## src/rtl/stopwatch_ctrl_pkg.sv

```systemverilog
// Shared constants, state encoding and flag decode for the stopwatch controller.
package stopwatch_ctrl_pkg;

  localparam int BCD_COUNTER_BITS = 16;
  localparam logic [BCD_COUNTER_BITS-1:0] BCD_COUNTER_LIMIT = 16'h5959;
  localparam int LEDS_NUM = 16;

  typedef enum logic [1:0] {
    STATE_IDLE  = 2'd0,
    STATE_RUN   = 2'd1,
    STATE_PAUSE = 2'd2,
    STATE_DONE  = 2'd3
  } state_t;

  typedef struct packed {
    logic is_restart;
    logic is_pause;
  } flags_t;

  // Status flags seen by the LED driver for a given state.
  function automatic flags_t state_flags(input state_t s);
    flags_t f;
    f = '{is_restart: 1'b0, is_pause: 1'b0};
    unique case (s)
      STATE_IDLE:  f = '{is_restart: 1'b0, is_pause: 1'b0};
      STATE_RUN:   f = '{is_restart: 1'b1, is_pause: 1'b0};
      STATE_PAUSE: f = '{is_restart: 1'b1, is_pause: 1'b1};
      STATE_DONE:  f = '{is_restart: 1'b1, is_pause: 1'b1};
      default:     f = '{is_restart: 1'b0, is_pause: 1'b0};
    endcase
    return f;
  endfunction

endpackage

```

## src/rtl/stopwatch_ctrl_bcd_digit_counter.sv

```systemverilog
// One BCD digit that counts 0..MAX_DIGIT; carry flags the wrap back to 0.
module stopwatch_ctrl_bcd_digit_counter #(
  parameter logic [3:0] MAX_DIGIT = 4'd9
) (
  input  logic       clk,
  input  logic       rst_n,
  input  logic       inc,
  input  logic       clr,
  output logic [3:0] digit,
  output logic       carry
);

  // Carry is combinational so a whole chain of digits rolls over on one edge.
  assign carry = inc && (digit == MAX_DIGIT);

  // Digit register: clear has priority over increment.
  always_ff @(posedge clk or negedge rst_n) begin
    if (!rst_n) begin
      digit <= 4'd0;
    end else if (clr) begin
      digit <= 4'd0;
    end else if (inc) begin
      digit <= carry ? 4'd0 : digit + 4'd1;
    end
  end

endmodule

```

## src/rtl/stopwatch_ctrl.sv

```systemverilog
// Stopwatch control: start/pause/lap FSM around a saturating mm:ss BCD counter.
//
//   state       | meaning
//   ------------+------------------------------------------------
//   STATE_IDLE  | cleared, waiting for start_pause
//   STATE_RUN   | counting on tick; lap_reset toggles lap hold
//   STATE_PAUSE | frozen; start_pause resumes, lap_reset clears
//   STATE_DONE  | saturated at LIMIT; only lap_reset (clear) acts
module stopwatch_ctrl
  import stopwatch_ctrl_pkg::*;
#(
  parameter int                WIDTH = BCD_COUNTER_BITS,
  parameter logic [WIDTH-1:0]  LIMIT = BCD_COUNTER_LIMIT
) (
  input  logic             clk,
  input  logic             rst_n,
  input  logic             tick,
  input  logic             start_pause,
  input  logic             lap_reset,
  output logic [WIDTH-1:0] q,
  output logic [WIDTH-1:0] q_disp,
  output logic             is_pause,
  output logic             is_restart,
  output logic             is_lap
);

  localparam int DIGITS = WIDTH / 4;

  state_t             state;
  state_t             next_state;
  flags_t             flags_next;
  logic               count_en;
  logic               clr;
  logic               lap_toggle;
  logic               is_lap_next;
  logic [WIDTH-1:0]   lap_q;
  logic [WIDTH-1:0]   lap_q_next;
  logic [WIDTH-1:0]   q_post;
  logic [DIGITS-1:0]  inc;
  logic [DIGITS-1:0]  carry;

  // The LIMIT guard keeps the counter from wrapping even if a tick races DONE.
  assign count_en   = (state == STATE_RUN) && tick && (q != LIMIT);
  assign clr        = ((state == STATE_PAUSE) && lap_reset && !start_pause) ||
                      ((state == STATE_DONE) && lap_reset);
  assign lap_toggle = (state == STATE_RUN) && lap_reset && !start_pause;

  // Digits alternate 9/5 maxima: sec_ones, sec_tens, min_ones, min_tens.
  for (genvar i = 0; i < DIGITS; i++) begin : g_digit
    if (i == 0) begin : g_lsd
      assign inc[i] = count_en;
    end else begin : g_chain
      assign inc[i] = carry[i-1];
    end

    stopwatch_ctrl_bcd_digit_counter #(
      .MAX_DIGIT ((i % 2 == 1) ? 4'd5 : 4'd9)
    ) u_digit (
      .clk   (clk),
      .rst_n (rst_n),
      .inc   (inc[i]),
      .clr   (clr),
      .digit (q[4*i +: 4]),
      .carry (carry[i])
    );

    // Value q will hold after this edge; lap capture and DONE detection use it.
    assign q_post[4*i +: 4] = inc[i] ? (carry[i] ? 4'd0 : q[4*i +: 4] + 4'd1)
                                     : q[4*i +: 4];
  end

  // State and registered status outputs.
  always_ff @(posedge clk or negedge rst_n) begin
    if (!rst_n) begin
      state      <= STATE_IDLE;
      is_restart <= 1'b0;
      is_pause   <= 1'b0;
      is_lap     <= 1'b0;
      lap_q      <= '0;
    end else begin
      state      <= next_state;
      is_restart <= flags_next.is_restart;
      is_pause   <= flags_next.is_pause;
      is_lap     <= is_lap_next;
      lap_q      <= lap_q_next;
    end
  end

  // Next-state logic; reaching LIMIT takes priority over a coincident pause.
  always_comb begin
    next_state = state;
    unique case (state)
      STATE_IDLE: begin
        if (start_pause) next_state = STATE_RUN;
      end
      STATE_RUN: begin
        if (count_en && (q_post == LIMIT)) next_state = STATE_DONE;
        else if (start_pause)              next_state = STATE_PAUSE;
      end
      STATE_PAUSE: begin
        if (start_pause)    next_state = STATE_RUN;
        else if (lap_reset) next_state = STATE_IDLE;
      end
      STATE_DONE: begin
        if (lap_reset) next_state = STATE_IDLE;
      end
      default: next_state = STATE_IDLE;
    endcase
  end

  // Output logic: flags follow the next state, lap hold toggles or clears.
  always_comb begin
    flags_next  = state_flags(next_state);
    is_lap_next = is_lap;
    lap_q_next  = lap_q;
    if (clr) begin
      is_lap_next = 1'b0;
      lap_q_next  = '0;
    end else if (lap_toggle) begin
      is_lap_next = !is_lap;
      if (!is_lap) lap_q_next = q_post;
    end
  end

  assign q_disp = is_lap ? lap_q : q;

endmodule

```

## config.mk

```make
export PLATFORM = sky130hd
export DESIGN_NAME = stopwatch_ctrl
export DESIGN_NICKNAME = d
export VERILOG_FILES = /design/src/rtl/stopwatch_ctrl_pkg.sv /design/src/rtl/stopwatch_ctrl_bcd_digit_counter.sv /design/src/rtl/stopwatch_ctrl.sv
export SDC_FILE = /design/constraint.sdc
export NUM_CORES = 1
export LEC_CHECK = 0
export CAP_MARGIN = 10
export CORE_UTILIZATION = 58
export DETAILED_ROUTE_END_ITERATION = 16
export HOLD_SLACK_MARGIN = 0.06
export PLACE_DENSITY = 0.86
export SETUP_SLACK_MARGIN = 0.4
export SLEW_MARGIN = 15
export SYNTH_ARGS = -nofsm -noshare
export SYNTH_HDL_FRONTEND = slang
export SYNTH_HIERARCHICAL = 1
export SYNTH_SLANG_ARGS = --single-unit
```

## constraint.sdc

```tcl
create_clock -name clk -period 10.06 [get_ports clk]
set_input_delay 3.018 -clock clk [delete_from_list [all_inputs] [get_ports clk]]
set_output_delay 3.018 -clock clk [all_outputs]
set_load 0.005 [all_outputs]
```

==> flow_summary.toml, run 1 <==
[status]
status = "complete, no violations"

[drt]
drc_errors = 0
dr_wl_met3_um = 266
met1Wirelength_um = 2770
vias = 2231
ant_nets = 0
drt-vias-per-instance = 6.00
drt-total-wl_um = 5860
drt-pass1-iter-count = 4
top_layer = "met4"
wl_met2_um = 2790
drt-wirelength-per-cell_um = 15.8
drt-initial-drc-count = 170

[sta]
rsz0062_at_grt = "no"
period_needed_ns = 7.22
finalSetupViolations = 0
fmax_mhz = 139
timing.final.crit_share = 0.717
finClkSkew_ns = 0.00587
max-slew-margin-rel = 0.254
drv_slew = 0
hold_viol_final = 0
hold_ws_ns = 0.500
fin_setup_tns_ns = 0
worstMarginPinSlew_ns = 1.12

[synth]
ys_top_cells_by_count = "dfrtp_1, o21ai_0, nand2_1"
synth_xor_area_frac = 0.00353
syn_inst = 282
synth_edf_count = 0
synth_mux_area_frac = 0.0586
ys.warnings.count = 6
syn_avg_cell_area_um2 = 8.79
synth_top_family_by_area = "simple AND/OR/NAND/NOR gates"
yosys.area.top_type = "dfrtp_1"
netlist_area_mm2 = 0.00248
synth_ff_type = "dfrtp_1"
ys_seq_area_frac = 0.363
ys_async_sr_fraction = 1.00
ys_ff_latch = 36
post-synth-top-count-cell = "dfrtp_1"
yosys.area.top_type_share = 0.363
synth-simple-area-share = 0.252
synth_fp_nets = 303
ys_top_cells_by_area = "dfrtp_1, ha_1, o21ai_0"
synth_cell_type_count = 53
yosys.area_share.adder = 0.0808
synth_compound_area_frac = 0.197

[layout]
layout.nets = 342
insertedDiodeCount = 0
area_growth_pct = 20.8
layout-drive-gt1-share = 0.0839

[floorplanning]
die_y_um = 67.4
start_util = 0.611
ios = 40
core_area_mm2 = 0.00406
fp.dieArea_mm2 = 0.00454
die_x_um = 67.4
placementRows = 23

[job]
drv_cap = 0

[cts]
cts_buffers = 5
clk_pin_slew_worst_paths_ns = 0.07
cts.sinks = 36
clk_latency_ns = 0.28
cts_tree = "done"
h-tree-depth = 2
root_buffer = "clkbuf_8"
ctsResizeCount = 0
cts_hold_buf = 0
cts_buffer_depth = 2
cts_setup_buffers = 0

[placement]
gp_congestion = 0.857
numPortBuffers = 39
dp_hpwl_um = 4020

[critical_path]
cp-start-kind = "primary input"
path_delay_family = "simple AND/OR/NAND/NOR gates"
crit_buf_inv = 3
r2r-start = "g_digit[1].u_digit/digit[1]"
critPathMaxStageDelay_ns = 0.72
end_kind = "register"
cp_slowest_cell = "nor2_1"
path_max_fanout = 18
cp.arrival_ns = 7.44
cp.required_ns = 10.28
crit_start = "tick"
path_cells = "clkdlybuf4s50_1, and3b_1, o31a_1, inv_1, nor2_1, and2_1, inv_1, nor2_1, and2_1, nand2b_1, o221ai_1, a2111oi_2, nand4b_1, nand3_1"
path_class = "in -> reg"

[power]
ir_worst_vdd_mv = 0.0888
cellLeakagePower_nw = 1.20
p_per_area_mw_per_mm2 = 137
p_total_mw = 0.411

[global_routing]
grt_max_degree = 37
grt_util_all_layers = 0.287
gr-total-overflow = 0
grt_first_pass_wirelength_um = 9750
antenna_found_initial = 0
grt_pass1_vias = 2092

[worst_hold_path]
min_path_type = "reg -> reg"
hp-start = "lap_q[13]"
==> metal layers <==
layer  vias to the layer above  GRT usage
li1                       1100          -
met1                      1061      0.394
met2                        64      0.456
met3                         6     0.0507
met4                         0     0.0931
met5                         -          0
==> sequential cells by signal (all words and copies together), names as in the netlist <==
name                   flops
g_digit.u_digit/digit     16
state                      2
is_restart                 1
lap_q                     16
is_lap                     1
==> cell usage in the layout, fill, tap and decap left out, types with 2 or more instances in the layout <==
cell type	count
clkbuf_8	6
nand2_1	25
nand4b_1	3
o31ai_1	2
or3_1	2
mux2_2	12
and2_1	2
o211ai_1	2
ha_1	16
inv_1	18
a211o_1	2
o21ai_1	2
clkdlybuf4s50_1	39
dfrtp_1	36
nand3b_1	6
nor2_1	18
nor2b_1	2
a32o_1	2
and4b_1	2
clkbuf_1	2
o32ai_1	2
o21ai_0	31
a21oi_1	18
a21boi_0	2
buf_4	2
nor3_1	3
nand4_1	2
nand2b_1	8
nand3_1	20
or2b_1	3
a22oi_1	3
a31o_2	2
nor4bb_1	4
a21oi_2	2
and3_1	3
==> tightest hold or removal path: stages (launching register included) <==
cell and delay (ns):
dfrtp_1 0.34, nand3_1 0.06, o21ai_0 0.06
==> report_power, final <==
part / leakage, nW / switching [mW] / internal (mW) / total (mW)
sequential: 0.493 / 0.0350 / 0.158 / 0.193
clock: 0.0455 / 0.0496 / 0.0559 / 0.105
combinational: 0.666 / 0.0530 / 0.0594 / 0.112
total: 1.20 / 0.138 / 0.274 / 0.411
==> kinds of logic after synthesis <==
family | Yosys count
and+or+nand+nor | 111
AOI/OAI and AO/OA | 78
DFF | 36
buffers and inverters | 27
adders and majority gates | 16
muxes | 13
xor gates and xnor gates | 1
==> final cells by class <==
| type | instances | area [um2] |
|---|---|---|
| clock buffer | 8 | 90.1 |
| fill | 320 | 1060 |
| inverter | 18 | 67.6 |
| multi-input combinational | 219 | 1470 |
| sequential | 36 | 901 |
| tap | 50 | 62.6 |
| timing repair buffer | 41 | 405 |
==> worst paths after layout <==
check,end,slack [ns],depth (start not counted)
min in group asynchronous,lap_q[2],3.15,2
min reg2reg,lap_q[13],0.50,2
max,state[0],2.84,14
max in group asynchronous,lap_q[6],6.58,2
max reg2reg,state[0],5.29,15
min,lap_q[13],0.50,2
==> through the flow <==
| step | cells | worst slack [ns] | utilization | instance area [um2] |
|---|---|---|---|---|
| after floorplan | 282 | 4.22 | - | 2480 |
| after detailed placement | 364 | 2.65 | 0.716 | 2900 |
| after global placement | 364 | 2.83 | 0.716 | 2900 |
| after global routing | 372 | 2.29 | 0.738 | 2990 |
| final | 372 | 2.84 | 0.738 | 2990 |
| after CTS | 372 | 2.92 | 0.738 | 2990 |
Note: power is estimated with default switching activity, not from simulation.
==> run 2: changes to the inputs <==
--- a/config.mk
+++ b/config.mk
@@ -6,10 +6,10 @@
 export NUM_CORES = 1
 export LEC_CHECK = 0
 export CAP_MARGIN = 10
-export CORE_UTILIZATION = 58
+export CORE_UTILIZATION = 54
 export DETAILED_ROUTE_END_ITERATION = 16
 export HOLD_SLACK_MARGIN = 0.06
-export PLACE_DENSITY = 0.86
+export PLACE_DENSITY = 0.8
 export SETUP_SLACK_MARGIN = 0.4
 export SLEW_MARGIN = 15
 export SYNTH_ARGS = -nofsm -noshare
==> constraint.sdc (replaced) <==
create_clock -name clk -period 6.9 [get_ports clk]
set_input_delay 2.07 -clock clk [delete_from_list [all_inputs] [get_ports clk]]
set_output_delay 2.07 -clock clk [all_outputs]
set_load 0.005 [all_outputs]
==> flow_summary.toml, run 2 (same netlist as run 1, synthesis figures left out) <==
[layout]
multi_input_comb_area_mm2 = 0.00147
area_growth_pct = 23.5
layout.nets = 345
fillers = 365
insertedDiodeCount = 0
reg.largest.list = "g_digit.u_digit/digit: 16 flops, lap_q: 16 flops, state: 2 flops"
seq_area_um2 = 901
final_cell_mix = "clkdlybuf4s50_1, dfrtp_1, o21ai_0"
final_area_mm2 = 0.00306
final_cells = 377
layout_commonest_cell = "clkdlybuf4s50_1"
layout-drive-gt1-share = 0.102

[critical_path]
path_class = "in -> reg"
cp.required_ns = 7.13
cp.arrival_ns = 5.68
critPathMaxStageDelay_ns = 0.47
regToRegSetupSlack_ns = 2.94
cp_common_cell = "buf_4"
end_kind = "register"
cp-start-kind = "primary input"
cp_slowest_cell = "clkdlybuf4s50_1"
path_max_fanout = 18
path_cells = "clkdlybuf4s50_1, and3b_1, o31a_1, inv_1, nor2_1, buf_4, and2_1, buf_4, inv_1, nor2_1, buf_4, nor3b_2, o21ai_0, a2111oi_2, nand4b_1, nand3_1"

[placement]
dp_cells = 369
dp_hpwl_um = 3970
dpl_worst_slack_ns = 1.22
dpl_cell_area_mm2 = 0.00293
gp_congestion = 0.863
numPortBuffers = 39

[global_routing]
grt_max_degree = 37
antenna_found_initial = 0
gr-total-overflow = 0
grt_first_pass_wirelength_um = 10100
grt_util_all_layers = 0.267
grt_pass1_vias = 2115

[sta]
finalSetupViolations = 0
worstMarginPinSlew_ns = 0.870
drv_slew = 0
rsz0062_at_grt = "no"
max-slew-margin-rel = 0.420
period_needed_ns = 5.45
timing.final.crit_share = 0.790
fin_setup_tns_ns = 0
worst_slack_ns = 1.45
hold_viol_final = 0
fmax_mhz = 183
finClkSkew_ns = 0.00935

[status]
status = "complete, no violations"

[floorplanning]
die_x_um = 69.8
ios = 40
start_util = 0.565
fp.dieArea_mm2 = 0.00487
die_y_um = 69.8
placementRows = 24
core_area_mm2 = 0.00438

[cts]
clk_pin_slew_worst_paths_ns = 0.07
cts_buffer_depth = 2
root_buffer = "clkbuf_8"
cts_setup_buffers = 0
ctsResizeCount = 0
clk_latency_ns = 0.30
cts.sinks = 36
cts_buffers = 5
h-tree-depth = 2
cts_hold_buf = 0
cts_tree = "done"

[drt]
vias = 2237
drt-initial-drc-count = 222
drt-wirelength-per-cell_um = 15.6
drt-vias-per-instance = 5.93
drc_errors = 0
drt-pass1-iter-count = 4
ant_nets = 0
drt-total-wl_um = 5880

[power]
p_total_mw = 0.651
ir_worst_vdd_mv = 0.115
cellLeakagePower_nw = 1.24
p_per_area_mw_per_mm2 = 213

[job]
drv_cap = 0

[worst_hold_path]
min_path_type = "reg -> reg"
run 2: cell count changes in the layout (fill, tap and decap cells not counted), sizes merged:
cell / delta
buf: +3
bufinv: +1
clkbuf: -1
run 2: layout make-up:
| class | count | share of cell area |
|---|---|---|
| Clock buffer | 7 | 0.0315 |
| Clock inverter | 1 | 0.00981 |
| Inverter | 18 | 0.0221 |
| Multi-Input combinational cell | 219 | 0.481 |
| Sequential cell | 36 | 0.294 |
| Tap cell | 52 | 0.0213 |
| Timing Repair Buffer | 44 | 0.140 |
run 2: final timing paths:
| check | startpoint | end | cells past startpoint |
|---|---|---|---|
| worst min-delay path | lap_q[4] | lap_q[4] | 2 |
| worst max-delay path | tick | state[0] | 16 |
| worst max register to register | g_digit[3].u_digit/digit[1] | state[0] | 17 |
| max in group asynchronous | rst_n | lap_q[7] | 2 |
| min in group asynchronous | rst_n | state[1] | 2 |
| worst min register to register | lap_q[4] | lap_q[4] | 2 |
run 2: metal layers:
| metal | up-vias | routed length [um] | GRT usage |
|---|---|---|---|
| met5 | - | 0 | 0 |
| met4 | 0 | 68 | 0.116 |
| met3 | 8 | 298 | 0.0436 |
| met2 | 59 | 2760 | 0.411 |
| met1 | 1068 | 2750 | 0.372 |
| li1 | 1102 | - | - |
run 2: worst max-delay path: cells and delay by family:
family | cells | cell delay (ns)
simple gates | 7 | 1.37
buf+inv | 6 | 1.35
compound gates | 3 | 0.87
run 2: per-stage QoR:
| step | util | hold slack, ns |
|---|---|---|
| detailed placement | 0.668 | 0.490 |
| global route | 0.698 | 0.536 |
| finish | 0.698 | 0.498 |
| global placement | 0.668 | 0.480 |
| floorplan | - | 0.461 |
| CTS | 0.697 | 0.506 |
run 2: power by group:
part	internal, mW	switching, mW
clock	0.127	0.0763
sequential	0.231	0.0527
combinational	0.0868	0.0772
==> run 3: changes to the inputs <==
--- a/config.mk
+++ b/config.mk
@@ -6,10 +6,10 @@
 export NUM_CORES = 1
 export LEC_CHECK = 0
 export CAP_MARGIN = 10
-export CORE_UTILIZATION = 54
+export CORE_UTILIZATION = 49
 export DETAILED_ROUTE_END_ITERATION = 16
 export HOLD_SLACK_MARGIN = 0.06
-export PLACE_DENSITY = 0.8
+export PLACE_DENSITY = 0.77
 export SETUP_SLACK_MARGIN = 0.4
 export SLEW_MARGIN = 15
 export SYNTH_ARGS = -nofsm -noshare
==> constraint.sdc (replaced) <==
create_clock -name clk -period 4.4 [get_ports clk]
set_input_delay 1.32 -clock clk [delete_from_list [all_inputs] [get_ports clk]]
set_output_delay 1.32 -clock clk [all_outputs]
set_load 0.005 [all_outputs]
==> flow_summary.toml, run 3 (same netlist as run 1, synthesis figures left out) <==
[power]
ir_worst_vdd_mv = 0.193
cellLeakagePower_nw = 1.23
p_per_area_mw_per_mm2 = 310

[sta]
rsz0062_at_grt = "no"
hold_ws_ns = 0.496
hold_viol_final = 0
timing.final.crit_share = 0.843
period_needed_ns = 3.71
finClkSkew_ns = 0.00550
fin_setup_tns_ns = 0
finalSetupViolations = 0
worstMarginPinSlew_ns = 0.888
max-slew-margin-rel = 0.408
fmax_mhz = 270
drv_slew = 0

[drt]
drt-vias-per-instance = 5.68
drt-initial-drc-count = 158
drt-wirelength-per-cell_um = 15.2
drc_errors = 0
drt-total-wl_um = 5980
vias = 2239
drt-pass1-iter-count = 5
ant_nets = 0

[layout]
seq_area_um2 = 901
area_growth_pct = 23.7
layout_commonest_cell = "clkdlybuf4s50_1"
multi_input_comb_area_mm2 = 0.00148
final_cell_mix = "clkdlybuf4s50_1, dfrtp_1, o21ai_0"
fillers = 429
layout.nets = 347
layout-drive-gt1-share = 0.107
reg.largest.list = "g_digit.u_digit/digit: 16 flops, lap_q: 16 flops, state: 2 flops"
insertedDiodeCount = 0

[cts]
cts_setup_buffers = 0
cts_buffer_depth = 2
cts_buffers = 5
h-tree-depth = 2
clk_latency_ns = 0.28
clk_pin_slew_worst_paths_ns = 0.07
cts_tree = "done"
cts_hold_buf = 0
root_buffer = "clkbuf_8"
cts.sinks = 36

[floorplanning]
core_area_mm2 = 0.00479
ios = 40
die_x_um = 73.1
placementRows = 25
fp.dieArea_mm2 = 0.00535
die_y_um = 73.1
start_util = 0.518

[global_routing]
gr-total-overflow = 0
grt_pass1_vias = 2108
grt_first_pass_wirelength_um = 10000
grt_max_degree = 37
antenna_found_initial = 0
grt_util_all_layers = 0.246

[worst_hold_path]
min_path_type = "reg -> reg"
hold_end = "lap_q[10]"
hp-start = "lap_q[10]"
min_path_cells = 2

[critical_path]
cp_common_cell = "inv_1"
r2r-start = "g_digit[0].u_digit/digit[0]"
end_kind = "register"
path_delay_family = "simple AND/OR/NAND/NOR gates"
critPathMaxStageDelay_ns = 0.48
cp-start-kind = "primary input"
cp.arrival_ns = 3.93
cp_slowest_cell = "clkdlybuf4s50_1"
r2r_end = "state[0]"
regToRegSetupSlack_ns = 1.38
path_cells = "clkdlybuf4s50_1, and3b_1, o31a_1, inv_1, nor2_2, and2_1, inv_1, nor2_4, buf_4, nor4bb_1, a21oi_1, nor4_1, nand4b_1, nand3_1"
path_max_fanout = 10
crit_buf_inv = 4
ff2ff_path_depth = 13
path_class = "in -> reg"
cp.required_ns = 4.62

[placement]
dp_hpwl_um = 4020
gp_congestion = 0.897
numPortBuffers = 39

[status]
status = "complete, no violations"

[job]
drv_cap = 0
==> run 3: cell count changes in the layout (fill, tap and decap cells not counted), sizes merged <==
cell and change:
clkbuf +1, buf +2, bufinv -1
==> run 3: final cells by class <==
class | instances | area share
Multi-Input combinational cell | 219 | 0.483
Sequential cell | 36 | 0.294
Timing Repair Buffer | 46 | 0.144
Clock buffer | 8 | 0.0294
Tap cell | 67 | 0.0273
Inverter | 18 | 0.0220
==> run 3: layer usage <==
metal  vias to the layer above  share of wire  global-route usage
met5                         -              0                   0
li1                       1108              -                   -
met3                         6          0.032              0.0511
met2                        44           0.47               0.399
met4                         0          0.011              0.0654
met1                      1081           0.49               0.333
==> run 3: what timing repair did <==
action | CTS | global route
gates resized for setup | 0 | 2
hold endpoints to repair | 0 | 0
setup endpoints to repair | 0 | 2
==> run 3: worst max path at each step <==
stage | cells after the start | start | endpoint
CTS | 14 | tick | state[0]
global placement | 14 | tick | state[0]
global route | 14 | tick | state[0]
floorplan | 13 | tick | state[0]
detailed placement | 14 | tick | state[0]
finish | 14 | tick | state[0]
==> run 3: per-stage QoR <==
stage / util / instances / total power [mW] / worst slack [ns] / instance area [um2]
4_1_cts: 0.639 / 394 / 0.956 / 0.550 / 3060
6_report: 0.641 / 394 / 0.949 / 0.691 / 3070
2_1_floorplan: - / 282 / 0.587 / 0.462 / 2480
3_5_place_dp: 0.620 / 386 / 0.714 / 0.280 / 2970
5_1_grt: 0.641 / 394 / 1.01 / 0.440 / 3070
3_3_place_gp: 0.620 / 386 / 0.709 / 0.396 / 2970
==> run 3: worst reg2reg max path: stages, from the launching register on <==
cell	delay [ns]
dfrtp_1	0.61
ha_1	0.23
nand4bb_1	0.12
o31a_1	0.33
inv_1	0.10
nor2_2	0.05
and2_1	0.15
inv_1	0.12
nor2_4	0.09
nand2b_4	0.17
or3b_1	0.39
a2111oi_2	0.32
nand4b_1	0.17
nand3_1	0.11
==> run 3: report_power, final <==
part	switching [mW]	total, mW	internal, mW
Combinational	0.124	0.265	0.141
Sequential	0.0814	0.444	0.362
Clock	0.113	0.240	0.128
